--- src/rtl/imm_extend_pipe.sv ---
// imm_extend_pipe
//   Immediate-extension stage with a two-entry elastic buffer (output
//   register plus skid register). It accepts a raw immediate with a mode and
//   a sideband tag, extends it to OUT_W bits, and presents the result
//   downstream under a valid/ready handshake. It sustains one item per cycle
//   when downstream is always ready.
//
// Parameters
//   IN_W     raw immediate width
//   OUT_W    extended result width (must be >= IN_W+2)
//   TAG_W    sideband tag width
//   COUNT_W  output-transfer counter width
//
// Ports
//   clk         rising-edge clock
//   reset_n     asynchronous active-low reset
//   in_valid    upstream item present
//   in_ready    registered accept indication (0 only when both entries full)
//   in_imm      raw immediate
//   in_mode     00 sext, 01 zext, 10 upper-load, 11 branch offset (sext << 2)
//   in_tag      sideband tag carried with the item
//   out_valid   result present (state ONE or TWO)
//   out_ready   downstream accepts result
//   out_data    extended result
//   out_tag     tag of the presented result
//   xfer_count  number of output transfers, wrapping
module imm_extend_pipe #(
  parameter int IN_W    = 16,
  parameter int OUT_W   = 32,
  parameter int TAG_W   = 5,
  parameter int COUNT_W = 16
) (
  input  logic               clk,
  input  logic               reset_n,
  input  logic               in_valid,
  output logic               in_ready,
  input  logic [IN_W-1:0]    in_imm,
  input  logic [1:0]         in_mode,
  input  logic [TAG_W-1:0]   in_tag,
  output logic               out_valid,
  input  logic               out_ready,
  output logic [OUT_W-1:0]   out_data,
  output logic [TAG_W-1:0]   out_tag,
  output logic [COUNT_W-1:0] xfer_count
);

  // The branch-offset mode needs two spare bits above the sign-extended
  // immediate so the left shift never loses significance.
  generate
    if (OUT_W < IN_W + 2) begin : g_bad_params
      $error("imm_extend_pipe: OUT_W must be at least IN_W+2");
    end
  endgenerate

  typedef enum logic [1:0] {
    ST_EMPTY = 2'd0,
    ST_ONE   = 2'd1,
    ST_TWO   = 2'd2
  } state_e;

  localparam int EXT_W = OUT_W - IN_W;

  function automatic logic [OUT_W-1:0] extend(input logic [IN_W-1:0] imm,
                                              input logic [1:0]      mode);
    logic [OUT_W-1:0] sx;
    logic [OUT_W-1:0] zx;
    logic [OUT_W-1:0] up;
    sx = {{EXT_W{imm[IN_W-1]}}, imm};
    zx = {{EXT_W{1'b0}}, imm};
    up = {imm, {EXT_W{1'b0}}};
    case (mode)
      2'b00:   extend = sx;
      2'b01:   extend = zx;
      2'b10:   extend = up;
      default: extend = sx << 2;
    endcase
  endfunction

  state_e             state_q, state_d;
  logic               in_ready_q, in_ready_d;
  logic [OUT_W-1:0]   out_data_q, out_data_d;
  logic [TAG_W-1:0]   out_tag_q, out_tag_d;
  logic [OUT_W-1:0]   skid_data_q, skid_data_d;
  logic [TAG_W-1:0]   skid_tag_q, skid_tag_d;
  logic [COUNT_W-1:0] cnt_q, cnt_d;

  logic             in_xfer;
  logic             out_xfer;
  logic [OUT_W-1:0] ext_data;

  assign ext_data  = extend(in_imm, in_mode);
  assign out_valid = (state_q != ST_EMPTY);
  assign in_xfer   = in_valid && in_ready_q;
  assign out_xfer  = out_valid && out_ready;

  always_comb begin
    state_d     = state_q;
    out_data_d  = out_data_q;
    out_tag_d   = out_tag_q;
    skid_data_d = skid_data_q;
    skid_tag_d  = skid_tag_q;
    cnt_d       = cnt_q;

    case (state_q)
      ST_EMPTY: begin
        if (in_xfer) begin
          state_d    = ST_ONE;
          out_data_d = ext_data;
          out_tag_d  = in_tag;
        end
      end
      ST_ONE: begin
        if (in_xfer && !out_xfer) begin
          // Output held by downstream: park the new item in the skid.
          state_d     = ST_TWO;
          skid_data_d = ext_data;
          skid_tag_d  = in_tag;
        end else if (!in_xfer && out_xfer) begin
          // Output register keeps its old contents while empty.
          state_d = ST_EMPTY;
        end else if (in_xfer && out_xfer) begin
          out_data_d = ext_data;
          out_tag_d  = in_tag;
        end
      end
      ST_TWO: begin
        // in_ready is low here, so only the drain path can fire.
        if (out_xfer) begin
          state_d    = ST_ONE;
          out_data_d = skid_data_q;
          out_tag_d  = skid_tag_q;
        end
      end
      default: state_d = ST_EMPTY;
    endcase

    if (out_xfer) cnt_d = cnt_q + {{(COUNT_W-1){1'b0}}, 1'b1};

    // Registered ready: looks at the next state only, never at out_ready
    // in the current cycle.
    in_ready_d = (state_d != ST_TWO);
  end

  always_ff @(posedge clk or negedge reset_n) begin
    if (!reset_n) begin
      state_q     <= ST_EMPTY;
      in_ready_q  <= 1'b1;
      out_data_q  <= '0;
      out_tag_q   <= '0;
      skid_data_q <= '0;
      skid_tag_q  <= '0;
      cnt_q       <= '0;
    end else begin
      state_q     <= state_d;
      in_ready_q  <= in_ready_d;
      out_data_q  <= out_data_d;
      out_tag_q   <= out_tag_d;
      skid_data_q <= skid_data_d;
      skid_tag_q  <= skid_tag_d;
      cnt_q       <= cnt_d;
    end
  end

  assign in_ready   = in_ready_q;
  assign out_data   = out_data_q;
  assign out_tag    = out_tag_q;
  assign xfer_count = cnt_q;

endmodule

--- config.mk ---
export PLATFORM = sky130hd
export DESIGN_NAME = imm_extend_pipe
export DESIGN_NICKNAME = d
export VERILOG_FILES = /design/src/rtl/imm_extend_pipe.sv
export SDC_FILE = /design/constraint.sdc
export NUM_CORES = 1
export LEC_CHECK = 0
export BUFFER_PORTS_ARGS = -buffer_cell sky130_fd_sc_hd__buf_2
export CAP_MARGIN = 20
export CORE_ASPECT_RATIO = 1.1
export CORE_MARGIN = 1
export CORE_UTILIZATION = 52
export CTS_BUF_LIST = sky130_fd_sc_hd__clkbuf_4
export DETAILED_ROUTE_END_ITERATION = 8
export PLACE_DENSITY = 0.9
export SLEW_MARGIN = 25
export SYNTH_ARGS = -nofsm -noshare
export SYNTH_HDL_FRONTEND = slang
export SYNTH_SLANG_ARGS = --single-unit
--- constraint.sdc ---
create_clock -name clk -period 1.5 [get_ports clk]
set_clock_uncertainty 0.05 [all_clocks]
set_input_delay 0.075 -clock clk [delete_from_list [all_inputs] [get_ports clk]]
set_output_delay 0.075 -clock clk [all_outputs]
set_load 0.05 [all_outputs]
==> flow_summary.ini <==
[setup_path]
cp-start-kind = flip-flop
critPathKind = flip-flop to flip-flop
endpoint_kind = flip-flop
crit_fanout = 8
cp.arrival_ns = 2.04
reg2reg_slack_ns = -0.25
rr_endpoint = out_data[30]$_DFFE_PN0P_
reg2reg_from = in_ready$_DFF_PN1_
cp.required_ns = 1.79
reg2reg_depth = 7

[yosys]
async_flop_share_pct = 100.0
synth_edf_count = 0
syn_inst = 432
synth-seq-cells = 93
synth_top_area_share_pct = 53.71
seq_area_frac_synth_pct = 54.32
yosys_warnings = 0
yosysTopAreaCell = dfrtp_1
syn_area_mm2 = 0.004287
ys_types = 41
synth.net_count = 460
synth_area_leaders = dfrtp_1, a21oi_1, nand2_1
synth.avg_cell_area_um2 = 9.923
synthFlopType = dfrtp_1

[floorplan]
die_h_um = 97.23
pin_count = 82
start_util_pct = 53.88
die_w_um = 88.57
rows = 34
dieArea_mm2 = 0.008611
core_mm2 = 0.007955

[placed_design]
placed_area_mm2 = 0.005051
routabilityCongestion = 0.8844
place_inst = 617
pre_cts_slack_ns = -0.1256
port_buffers = 81
dpl.hpwl_um = 6898

[finish]
final_common_cell = dfrtp_1
syn_to_final_growth_pct = 34.82
fin_area_mm2 = 0.005779
instances_no_fill = 667
mostFrequentLayoutCells = dfrtp_1, buf_2, a21oi_1
fin_nets = 582
final_util_pct = 72.65
drive_gt1_share_pct = 36.56

[timing]
finalWorstSetupSlack_ns = -0.2474
rsz0062_at_grt = true
finalSetupTns_ns = -6.299
slew_viol_final = 0
final-setup-viol-count = 82
hold_viol = 0
min_period_over_period_pct = 116.5
min_period_ns = 1.747
max_freq_ghz = 0.5723
worst_pin_slew_ns = 0.5246
slew_headroom_pct = 65.03
holdWs_ns = 0.06210

[routing]
post_drt_wl_per_cell_um = 18.01
finalWirelength_um = 12010
num_vias = 3944
drcViolationCount = 0
drtIter0Drc = 291
vias_per_cell = 5.913
final_antenna_net_count = 0
dr.pass1.iters = 7

[clocking]
path_clk_slew_ns = 0.13
cts_tree = yes
root_buffer = clkbuf_4
htree_levels = 3
insertion_delay_ns = 0.43
clockBufferDepth = 2
cts_made_buffers = 9
clock-sinks = 93

[global_routing]
grt_pass1_wl_um = 18690
grtUsageTotal_pct = 28.22
grt_pass1_vias = 3924
grt_max_degree = 37
grt.overflow.total = 0
antenna_found_initial = 1

[run]
maxCapViolations = 0

[power]
leakagePower_nw = 2.793
power_density_mw_per_mm2 = 1938
ir_drop_mv = 1.330
p_total_mw = 11.20

[status]
violations = setup timing
status = finished, violations left

[min_path]
holdPathStages = 4
hp-start = in_imm[14]
holdPathEnd = skid_data_q[16]$_DFFE_PN0P_
hold_class = input pin to flip-flop
-- Yosys cell counts, drive strengths merged, types with 13 or more instances --
cell,number
inv,17
mux2,21
o21ai,48
buf,14
nand2,52
clkbuf,17
nor2,23
a21oi,46
a211oi,15
a2bb2oi,13
and3,18
dfrtp,92
-- cells by family (layout without fill, tap and decap cells) --
group / after synthesis / count (layout) / synth area share, %
other: 0 / 1 / 0
buffers and inverters: 48 / 174 / 4.670
AND/OR/NAND/NOR: 118 / 118 / 13.60
adder cells (fa/ha/maj): 1 / 1 / 0.2918
flip-flops: 93 / 93 / 54.32
multiplexers: 22 / 22 / 5.750
AO/OA/AOI/OAI: 135 / 135 / 18.30
XOR/XNOR: 15 / 15 / 3.065
-- layer usage --
metal | routed length [µm] | global-route usage [%] | up-vias
met5 | 0 | 0 | -
met4 | 512 | 14.27 | 0
met3 | 709 | 5.013 | 55
met2 | 6106 | 46.92 | 206
met1 | 4686 | 34.64 | 1921
li1 | - | - | 1762
-- flip-flops by register name (all words and copies together) (netlist names) --
register / flops
xfer_count: 16
out_tag: 5
out_data: 32
in_ready: 1
skid_data_q: 32
skid_tag_q: 5
state_q: 2
-- timing repair --
action                                  CTS  global route
pin swaps                                 0             5
endpoints found under the hold margin   123             0
resized for setup                        12            43
cloned                                    3             2
endpoints found under the setup margin   84            85
buffers inserted                          3             4
hold buffers                             22             0
-- power by group --
| part | switching, mW | internal (mW) | leakage [nW] |
|---|---|---|---|
| combinational | 3.77 | 1.97 | 1.59 |
| clock | 0.794 | 0.382 | 0.0669 |
| sequential | 0.723 | 3.56 | 1.14 |
-- worst max-delay path: stages (launching register included) --
cell	delay, ns
dfstp_4	0.67
nand2_4	0.06
buf_6	0.12
nor3_4	0.22
buf_12	0.15
buf_12	0.13
a211oi_2	0.04
a21oi_1	0.21
-- layout make-up --
type | instances | area [µm²]
diodes | 1 | 2.502
clock buffers | 12 | 90.09
clock inverters | 3 | 15.01
fillers | 528 | 2176
inverters | 17 | 63.81
multi-input cells | 291 | 1983
flip-flops and latches | 93 | 2347
well taps | 108 | 135.1
repair buffers | 142 | 1142
-- worst max path at each step --
stage	from	endpoint	slack [ns]	cells past startpoint
finish	in_ready$_DFF_PN1_	out_data[30]$_DFFE_PN0P_	-0.25	7
detailed placement	state_q[0]$_DFF_PN0_	out_data[8]$_DFFE_PN0P_	-0.13	4
floorplan	in_ready$_DFF_PN1_	out_data[10]$_DFFE_PN0P_	-0.17	4
CTS	state_q[0]$_DFF_PN0_	out_data[8]$_DFFE_PN0P_	-0.16	4
global placement	in_ready$_DFF_PN1_	out_data[8]$_DFFE_PN0P_	-0.09	4
global route	in_ready$_DFF_PN1_	out_data[30]$_DFFE_PN0P_	-0.28	7
Note: power is estimated with default switching activity, not from simulation.
